--- src/rtl/regbank_wb_arbiter.sv ---
// ---------------------------------------------------------------------------
// regbank_wb_arbiter
//
// Purpose:
//   Arbitrates three write-back sources (memory load, ALU writeback and the
//   debug/loader port) onto the single write port of a 16-entry register
//   bank. Grants are round-robin, at most one requester is accepted per
//   cycle, and the accepted beat appears on the registered write port one
//   cycle later. Writes that target r0 are accepted but never reach the
//   bank; they are counted in a saturating 8-bit drop counter.
//
// Optional feature (macro REGBANK_ARB_LOCK_EN):
//   When REGBANK_ARB_LOCK_EN is defined, a requester that has a beat
//   accepted with req_lock=1 keeps exclusive ownership of the grant until
//   it has a beat accepted with req_lock=0, or until four consecutive
//   locked beats have gone through (the fourth beat always releases).
//   Without the macro req_lock is ignored and arbitration is pure
//   round-robin.
//
// Ports:
//   clk                  in   1   single clock, rising edge
//   reset                in   1   synchronous, active-low (0 = reset)
//   req_valid[2:0]       in   3   per-requester write request
//   req_addr0/1/2        in   4   destination register per requester
//   req_data0/1/2        in  32   write data per requester
//   req_high[2:0]        in   3   1 = upper-half write, 0 = full write
//   req_lock[2:0]        in   3   1 = keep grant for the next beat
//   req_ready[2:0]       out  3   combinational one-hot grant
//   addr_d               out  4   registered write address
//   data_d               out 32   registered write data
//   we                   out  1   registered write enable
//   we_high              out  1   registered upper-half write flag
//   drop_cnt             out  8   saturating count of accepted r0 writes
// ---------------------------------------------------------------------------
module regbank_wb_arbiter (
  input  logic        clk,
  input  logic        reset,
  input  logic [2:0]  req_valid,
  input  logic [3:0]  req_addr0,
  input  logic [3:0]  req_addr1,
  input  logic [3:0]  req_addr2,
  input  logic [31:0] req_data0,
  input  logic [31:0] req_data1,
  input  logic [31:0] req_data2,
  input  logic [2:0]  req_high,
  input  logic [2:0]  req_lock,
  output logic [2:0]  req_ready,
  output logic [3:0]  addr_d,
  output logic [31:0] data_d,
  output logic        we,
  output logic        we_high,
  output logic [7:0]  drop_cnt
);

  // Index of the most recently accepted requester. Round-robin priority
  // starts at the requester after this one, so resetting it to 2 gives the
  // power-up priority order 0 > 1 > 2.
  logic [1:0]  last_grant;

  // Round-robin winner, ignoring any lock ownership.
  logic [1:0]  rr_idx;
  logic        rr_any;
  logic [1:0]  rr_cand;

  // Final grant after lock ownership has been applied.
  logic [1:0]  grant_idx;
  logic        grant_any;
  logic        accept;

  // Fields of the granted requester.
  logic [3:0]  sel_addr;
  logic [31:0] sel_data;
  logic        sel_high;

  // Advance a requester index with wrap 2 -> 0.
  function automatic logic [1:0] wrap_inc(input logic [1:0] idx);
    return (idx == 2'd2) ? 2'd0 : idx + 2'd1;
  endfunction

  // Round-robin search: walk the three requesters starting after the last
  // accepted one and pick the first that is valid.
  always_comb begin
    rr_idx  = 2'd0;
    rr_any  = 1'b0;
    rr_cand = wrap_inc(last_grant);
    for (int k = 0; k < 3; k++) begin
      if (!rr_any && req_valid[rr_cand]) begin
        rr_idx = rr_cand;
        rr_any = 1'b1;
      end
      rr_cand = wrap_inc(rr_cand);
    end
  end

`ifdef REGBANK_ARB_LOCK_EN

  // Lock ownership. LOCK_HELD means lock_owner is the only requester that
  // may be granted; lock_beats counts locked beats already accepted in the
  // current ownership so the fourth one can force a release.
  typedef enum logic {
    LOCK_IDLE,
    LOCK_HELD
  } lock_state_t;

  lock_state_t lock_state;
  logic [1:0]  lock_owner;
  logic [1:0]  lock_beats;
  logic        sel_lock;

  // While locked the owner is the only candidate; an idle owner simply
  // leaves the grant empty rather than handing it to someone else.
  always_comb begin
    grant_idx = rr_idx;
    grant_any = rr_any;
    if (lock_state == LOCK_HELD) begin
      grant_idx = lock_owner;
      grant_any = req_valid[lock_owner];
    end
  end

  // Lock bit of the granted requester.
  always_comb begin
    case (grant_idx)
      2'd0:    sel_lock = req_lock[0];
      2'd1:    sel_lock = req_lock[1];
      default: sel_lock = req_lock[2];
    endcase
  end

  // Lock state machine. It only moves on accepted beats. Entering LOCK_HELD
  // counts the entering beat as the first locked beat; the beat that would
  // be the fourth releases regardless of its own lock bit.
  always_ff @(posedge clk) begin
    if (!reset) begin
      lock_state <= LOCK_IDLE;
      lock_owner <= 2'd0;
      lock_beats <= 2'd0;
    end else if (accept) begin
      case (lock_state)
        LOCK_IDLE: begin
          if (sel_lock) begin
            lock_state <= LOCK_HELD;
            lock_owner <= grant_idx;
            lock_beats <= 2'd1;
          end
        end
        LOCK_HELD: begin
          if (!sel_lock || lock_beats == 2'd3) begin
            lock_state <= LOCK_IDLE;
            lock_beats <= 2'd0;
          end else begin
            lock_beats <= lock_beats + 2'd1;
          end
        end
        default: begin
          lock_state <= LOCK_IDLE;
          lock_beats <= 2'd0;
        end
      endcase
    end
  end

`else

  // No lock support: the round-robin winner is the grant and the lock
  // inputs are deliberately left unconnected to any logic.
  logic unused_lock;

  assign grant_idx   = rr_idx;
  assign grant_any   = rr_any;
  assign unused_lock = ^req_lock;

`endif

  // A beat is accepted whenever some requester is granted outside reset.
  // The grant only ever points at a valid requester, so valid & ready is
  // implied by accept.
  assign accept = reset && grant_any;

  // One-hot ready. Held at zero throughout reset so nothing is accepted
  // in a reset cycle.
  always_comb begin
    req_ready = 3'b000;
    if (accept) begin
      req_ready[grant_idx] = 1'b1;
    end
  end

  // Steer the granted requester's fields onto the write path. Only the
  // granted requester is looked at, so non-valid requesters cannot
  // influence anything.
  always_comb begin
    case (grant_idx)
      2'd0: begin
        sel_addr = req_addr0;
        sel_data = req_data0;
        sel_high = req_high[0];
      end
      2'd1: begin
        sel_addr = req_addr1;
        sel_data = req_data1;
        sel_high = req_high[1];
      end
      default: begin
        sel_addr = req_addr2;
        sel_data = req_data2;
        sel_high = req_high[2];
      end
    endcase
  end

  // Registered write port, pointer and drop counter. we pulses for exactly
  // one cycle per accepted non-r0 beat; the address/data/high registers
  // hold their last written values otherwise. An r0 beat is consumed (the
  // pointer moves past it) but only bumps the saturating drop counter.
  always_ff @(posedge clk) begin
    if (!reset) begin
      we         <= 1'b0;
      we_high    <= 1'b0;
      addr_d     <= 4'd0;
      data_d     <= 32'd0;
      drop_cnt   <= 8'd0;
      last_grant <= 2'd2;
    end else begin
      we <= 1'b0;
      if (accept) begin
        last_grant <= grant_idx;
        if (sel_addr == 4'd0) begin
          if (drop_cnt != 8'hFF) begin
            drop_cnt <= drop_cnt + 8'd1;
          end
        end else begin
          we      <= 1'b1;
          addr_d  <= sel_addr;
          data_d  <= sel_data;
          we_high <= sel_high;
        end
      end
    end
  end

endmodule

--- config.mk ---
export PLATFORM = sky130hd
export DESIGN_NAME = regbank_wb_arbiter
export DESIGN_NICKNAME = d
export VERILOG_FILES = /design/src/rtl/regbank_wb_arbiter.sv
export SDC_FILE = /design/constraint.sdc
export NUM_CORES = 1
export LEC_CHECK = 0
export ABC_AREA = 1
export BUFFER_PORTS_ARGS = -buffer_cell sky130_fd_sc_hd__buf_4
export CAP_MARGIN = 25
export CORE_MARGIN = 2
export CORE_UTILIZATION = 24
export CTS_CLUSTER_SIZE = 24
export DETAILED_ROUTE_END_ITERATION = 16
export GPL_ROUTABILITY_DRIVEN = 0
export SLEW_MARGIN = 0
export SYNTH_ARGS = -nofsm -noshare
export SYNTH_HDL_FRONTEND = slang
export SYNTH_SLANG_ARGS = --single-unit
--- constraint.sdc ---
create_clock -name clk -period 4.5 [get_ports clk]
set_clock_uncertainty 0.2 [all_clocks]
set_input_delay 0.45 -clock clk [delete_from_list [all_inputs] [get_ports clk]]
set_output_delay 0.45 -clock clk [all_outputs]
set_load 0.005 [all_outputs]
# == Yosys cells after proc, flatten, opt, wreduce, memory -nomap -nowiden ==
# Cells that the tools add are included.
# classes
magnitude_cmp,5
bitwise,1
n_mux,22
add_sub_neg,4
reduce_logical,11
n_eq_ne,5
# op_table
operator,count
$pmux 32 s2,1
$lt 2x3->1 const B,4
$mux 2,6
$add 8x1->8 const B,1
$mux 1,8
$ne 8x8->1 const B,1
$pmux 4 s2,1
$add 2x1->2 const B,3
$bmux 1 s2,3
$eq 2x2->1 const B,3
$logic_and 1x1->1,4
$logic_not 4->1,1
$reduce_and 2->1,2
$mux 3,1
$reduce_and 3->1,1
$demux 1 s2,1
$eq 2x1->1 const B,1
$ge 2x1->1 const B,1
$logic_not 1->1,2
$logic_not 2->1,1
$pmux 1 s2,1
$not 1->1,1
# word_totals
output_inout_bits,49
elab_cells,54
inputBits,119
regBits,48

# == Logic depth before layout (Yosys ltp) ==
# depth
depth_word,16
ltp_mapped,19
depth_no_buf,16

# == Worst setup path after synthesis ==
# OpenSTA, ideal clock, no wires.
# synth_path
path_kind,reg-to-output
from,register last_grant[0]
to,output req_ready[1]
arrival_time_ns,1.559
path_stages_with_launch,13
slack_ns,2.291
required_time_ns,3.850
n_path_buf,3
cell_sequence,dfxtp_1 -> buf_4 -> nor2_4 -> nand2_2 -> nand3_2 -> nand3_1 -> nand2_1 -> inv_2 -> nand2_2 -> buf_6 -> clkbuf_1 -> inv_1 -> nor2_1
# synth_via
elab_chain_len,16
word_cells_on_any_way,32
cone_classes,add/sub (3); order compare (2); eq/ne (3); mux (18); reduce/logical (6)
# synth_lines
item,line_no,source
start: declaration,58,logic [1:0] last_grant;
start signal: assignment,227,last_grant <= grant_idx;
$add 2x1->2 / $eq 2x2->1 (equally long branches),77,return (idx == 2'd2) ? 2'd0 : idx + 2'd1;
$mux 2 *,77,
branches (longest 13 deep; another with $lt 2x3->1),-,
$mux 3 *,184,if (accept) begin
end: declaration,47,"output logic [2:0] req_ready,"
# Every way passes the cells marked *. The select of a mux whose other input is x is not followed.

# == Worst setup path after layout ==
# layout_path
from,register last_grant[1]
to,register data_d[30]
# layout_via
elab_chain_len,16
word_cells_on_any_way,33
cone_classes,add/sub (3); eq/ne (4); mux (17); bitwise (1); reduce/logical (8)
# layout_lines
item,line_no,source
$add 2x1->2 / $eq 2x2->1 (equally long branches),77,
$mux 2 *,77,
branches (longest 14 deep; another with $add 2x1->2),-,
end signal: assignment,235,data_d <= sel_data;
end: declaration,49,"output logic [31:0] data_d,"
# Marked as above.
# A chain may end at the register's enable or synchronous reset.

==> impl_metrics.yaml <==
clocking:
  root_buffer: "clkbuf_16"
  cts_tree: "yes"
  cts_made_buffers: 5
  clock_latency_ns: 0.29
  path_clk_slew_ns: 0.07
  cts_resized: 0
  cts_hold_buf: 0
  clk_path_buf_depth: 2
  postCtsSetupBuffers: 0
  htreeDepth: 2
  cts_sinks: 48
setup_path:
  path_buf_inv: 2
  crit_chain: "inv_2 -> nand3_1 -> nand2_1 -> nor2_2 -> nand4_2 -> nand2_2 -> nor2_4 -> nand2_1 -> nand3_1 -> nor2_2 -> a21oi_4 -> buf_4 -> nor2_1 -> nor2_1"
  worstPathArrival_ns: 3.60
  cp-startpoint: "last_grant[1]$_SDFFE_PN1P_"
  r2r_end: "data_d[30]$_SDFFE_PN0P_"
  critical_path_required_ns: 4.48
  r2r_start: "last_grant[1]$_SDFFE_PN1P_"
  r2r_slack_ns: 0.88
  critPathTopFamily: "simple AND/OR/NAND/NOR gates"
  ff2ff_path_depth: 14
  crit_fanout: 26
  cp_num_cells: 14
  critPathSlowestCell: "dfxtp_1"
  crit_type: "flop to flop"
  critPathCapture: "data_d[30]$_SDFFE_PN0P_"
  critPathMaxStageDelay_ns: 0.58
  cp-start-kind: "flop"
  cp-end-kind: "flop"
sta:
  rsz0062_at_grt: "no"
  maxSlewHeadroom: 0.356
  worst_pin_slew_ns: 0.965
  setup-tns-final_ns: 0
  fin_crit_ns: 3.62
  slew_violations: 0
  fmax_mhz: 276
  setup_viol: 0
  fin_crit_sh: 0.804
  hold_violations: 0
synth:
  syn_area_per_cell_um2: 6.55
  syn_area_um2: 3090
  yosysSeqAreaShare: 0.311
  syn_nets: 591
  yosysUniqueCellTypes: 31
  postSynthCellCount: 471
  ys_ff_latch: 48
  yosysWarningCount: 0
outcome:
  status: "finished, final reports clean"
power:
  powerDensity_nw_per_um2: 330
  max-vdd-ir-drop_mv: 0.147
  p_leak_nw: 2.30
  finalPower_mw: 1.50
route:
  drt_wl_total_mm: 9.93
  viasPerCell: 4.35
  drtAntennaViolNets: 0
  dr.pass1.iters: 4
  vias: 3448
  drt_iter0_markers: 267
  drc: 0
  wl_per_cell_um: 12.5
cells_and_area:
  drive_gt1_frac: 0.376
  area_delta_synth_final_pct: 47.3
  antenna_cells: 0
  fillers: 1371
  nets: 739
global_routing:
  grt_max_degree: 41
  grt_usage: 0.143
  grtUsageMet2: 0.250
  grt_pass1_vias: 3406
  met3_usage: 0.0394
  grtUsageMet1: 0.173
  top_usage_layer: "met2"
  globalRouteOverflowTotal: 0
  antenna_found_initial: 0
  grt_first_pass_wirelength_mm: 16.4
placed_design:
  io_buffers: 164
  place_hpwl_mm: 7.39
floorplanning:
  initial_core_util: 0.245
  core_region_area_um2: 12600
  die_h_um: 117
  dieArea_um2: 13800
  io_pins: 168
  fp-row-count: 41
  die_w_um: 117
hold_path:
  hold_depth: 2
  hold_start: "data_d[18]$_SDFFE_PN0P_"
  holdCritPathClass: "flop to flop"
job:
  maxCapViolCount: 0
-- registers in the layout, summed over array words and instances (netlist names) --
register / count
we: 1
addr_d: 4
we_high: 1
last_grant: 2
drop_cnt: 8
data_d: 32
-- report_power, final --
group          internal [mW]  switching (mW)
clock network          0.222           0.161
logic                  0.265           0.336
registers              0.481          0.0362
-- synthesized netlist by cell type --
library cell  instances  area share
o21ai_1               1      0.0016
inv_2                 4      0.0049
nor3_2                1      0.0032
nand2_8               1      0.0065
a21oi_2               1      0.0028
xnor2_1               3      0.0085
inv_1                10       0.012
nand4_2               1      0.0041
nand4_1               9       0.018
a31oi_1               1      0.0020
xor2_1                3      0.0085
clkbuf_1              9       0.011
nor2_1               76       0.092
o21ai_0               1      0.0016
buf_1                 3      0.0036
nand3_1              15       0.024
o211ai_2              1      0.0041
o211ai_1              1      0.0024
clkinv_1              2      0.0024
buf_2                 5      0.0081
dfxtp_1              48        0.31
buf_6                 8       0.029
buf_4                 4      0.0097
nand3_2              34        0.11
nor3_1                1      0.0016
nor2_4                4       0.015
ha_1                  1      0.0041
nand2_1             170        0.21
nand2_2               7       0.014
nor2_2                2      0.0041
a21oi_1              44       0.071
-- metrics by stage --
| step | std cells | util | setup WS (ns) | cell area, µm² | hold slack [ns] |
|---|---|---|---|---|---|
| final | 792 | 0.362 | 0.883 | 4540 | 0.276 |
| after global routing | 792 | 0.362 | 0.514 | 4540 | 0.298 |
| after CTS | 792 | 0.362 | 0.850 | 4540 | 0.280 |
| after detailed placement | 784 | 0.350 | 0.864 | 4390 | 0.263 |
| after global placement | 784 | 0.350 | 0.972 | 4390 | 0.251 |
| after floorplan | 471 | - | 2.29 | 3090 | 0.264 |
-- area by class of cell --
class | count | area, µm² | area share
multi-input cells | 378 | 1880 | 0.414
repair buffers | 170 | 1280 | 0.281
well taps | 172 | 215 | 0.0474
inverters | 16 | 60.1 | 0.0132
clock buffers | 7 | 143 | 0.0314
flip-flops and latches | 48 | 961 | 0.211
clock inverters | 1 | 7.51 | 0.00165
-- worst min-delay path, delay by kind of cell (launching register included) --
kind	cells	cell delay (ns)
AND/OR/NAND/NOR	2	0.12
flip-flops	1	0.33
-- worst min-delay path by stage --
stage                                    to  slack (ns)
finish              data_d[18]$_SDFFE_PN0P_        0.28
global route        data_d[11]$_SDFFE_PN0P_        0.30
CTS                  data_d[2]$_SDFFE_PN0P_        0.28
detailed placement  data_d[15]$_SDFFE_PN0P_        0.26
global placement    data_d[20]$_SDFFE_PN0P_        0.25
floorplan           data_d[10]$_SDFFE_PN0P_        0.26
-- cell usage in the layout, fill, tap and decap left out, types with 4 or more instances in the layout --
| cell type | netlist | final |
|---|---|---|
| nand2_1 | 170 | 170 |
| buf_4 | 4 | 170 |
| nor2_1 | 76 | 76 |
| dfxtp_1 | 48 | 48 |
| a21oi_1 | 44 | 44 |
| nand3_2 | 34 | 34 |
| nand3_1 | 15 | 15 |
| inv_1 | 10 | 10 |
| nand4_1 | 9 | 9 |
| nand2_2 | 7 | 7 |
| clkbuf_16 | 0 | 5 |
| inv_2 | 4 | 4 |
| nor2_4 | 4 | 4 |
-- cell families (layout without fill, tap and decap cells) --
kind of cell | after synthesis | after routing | synth area share
and+or+nand+nor | 321 | 321 | 0.500
AOI/OAI and AO/OA | 50 | 50 | 0.0860
DFF | 48 | 48 | 0.311
buffers and inverters | 45 | 194 | 0.0811
xor gates and xnor gates | 6 | 6 | 0.0170
adders and majority gates | 1 | 1 | 0.00405
-- routing by layer --
layer,share of wire,vias up
met1,0.44,1555
met4,0.011,0
met5,0,-
li1,-,1795
met2,0.49,89
met3,0.059,9
Power figures use the tool's default switching activity.
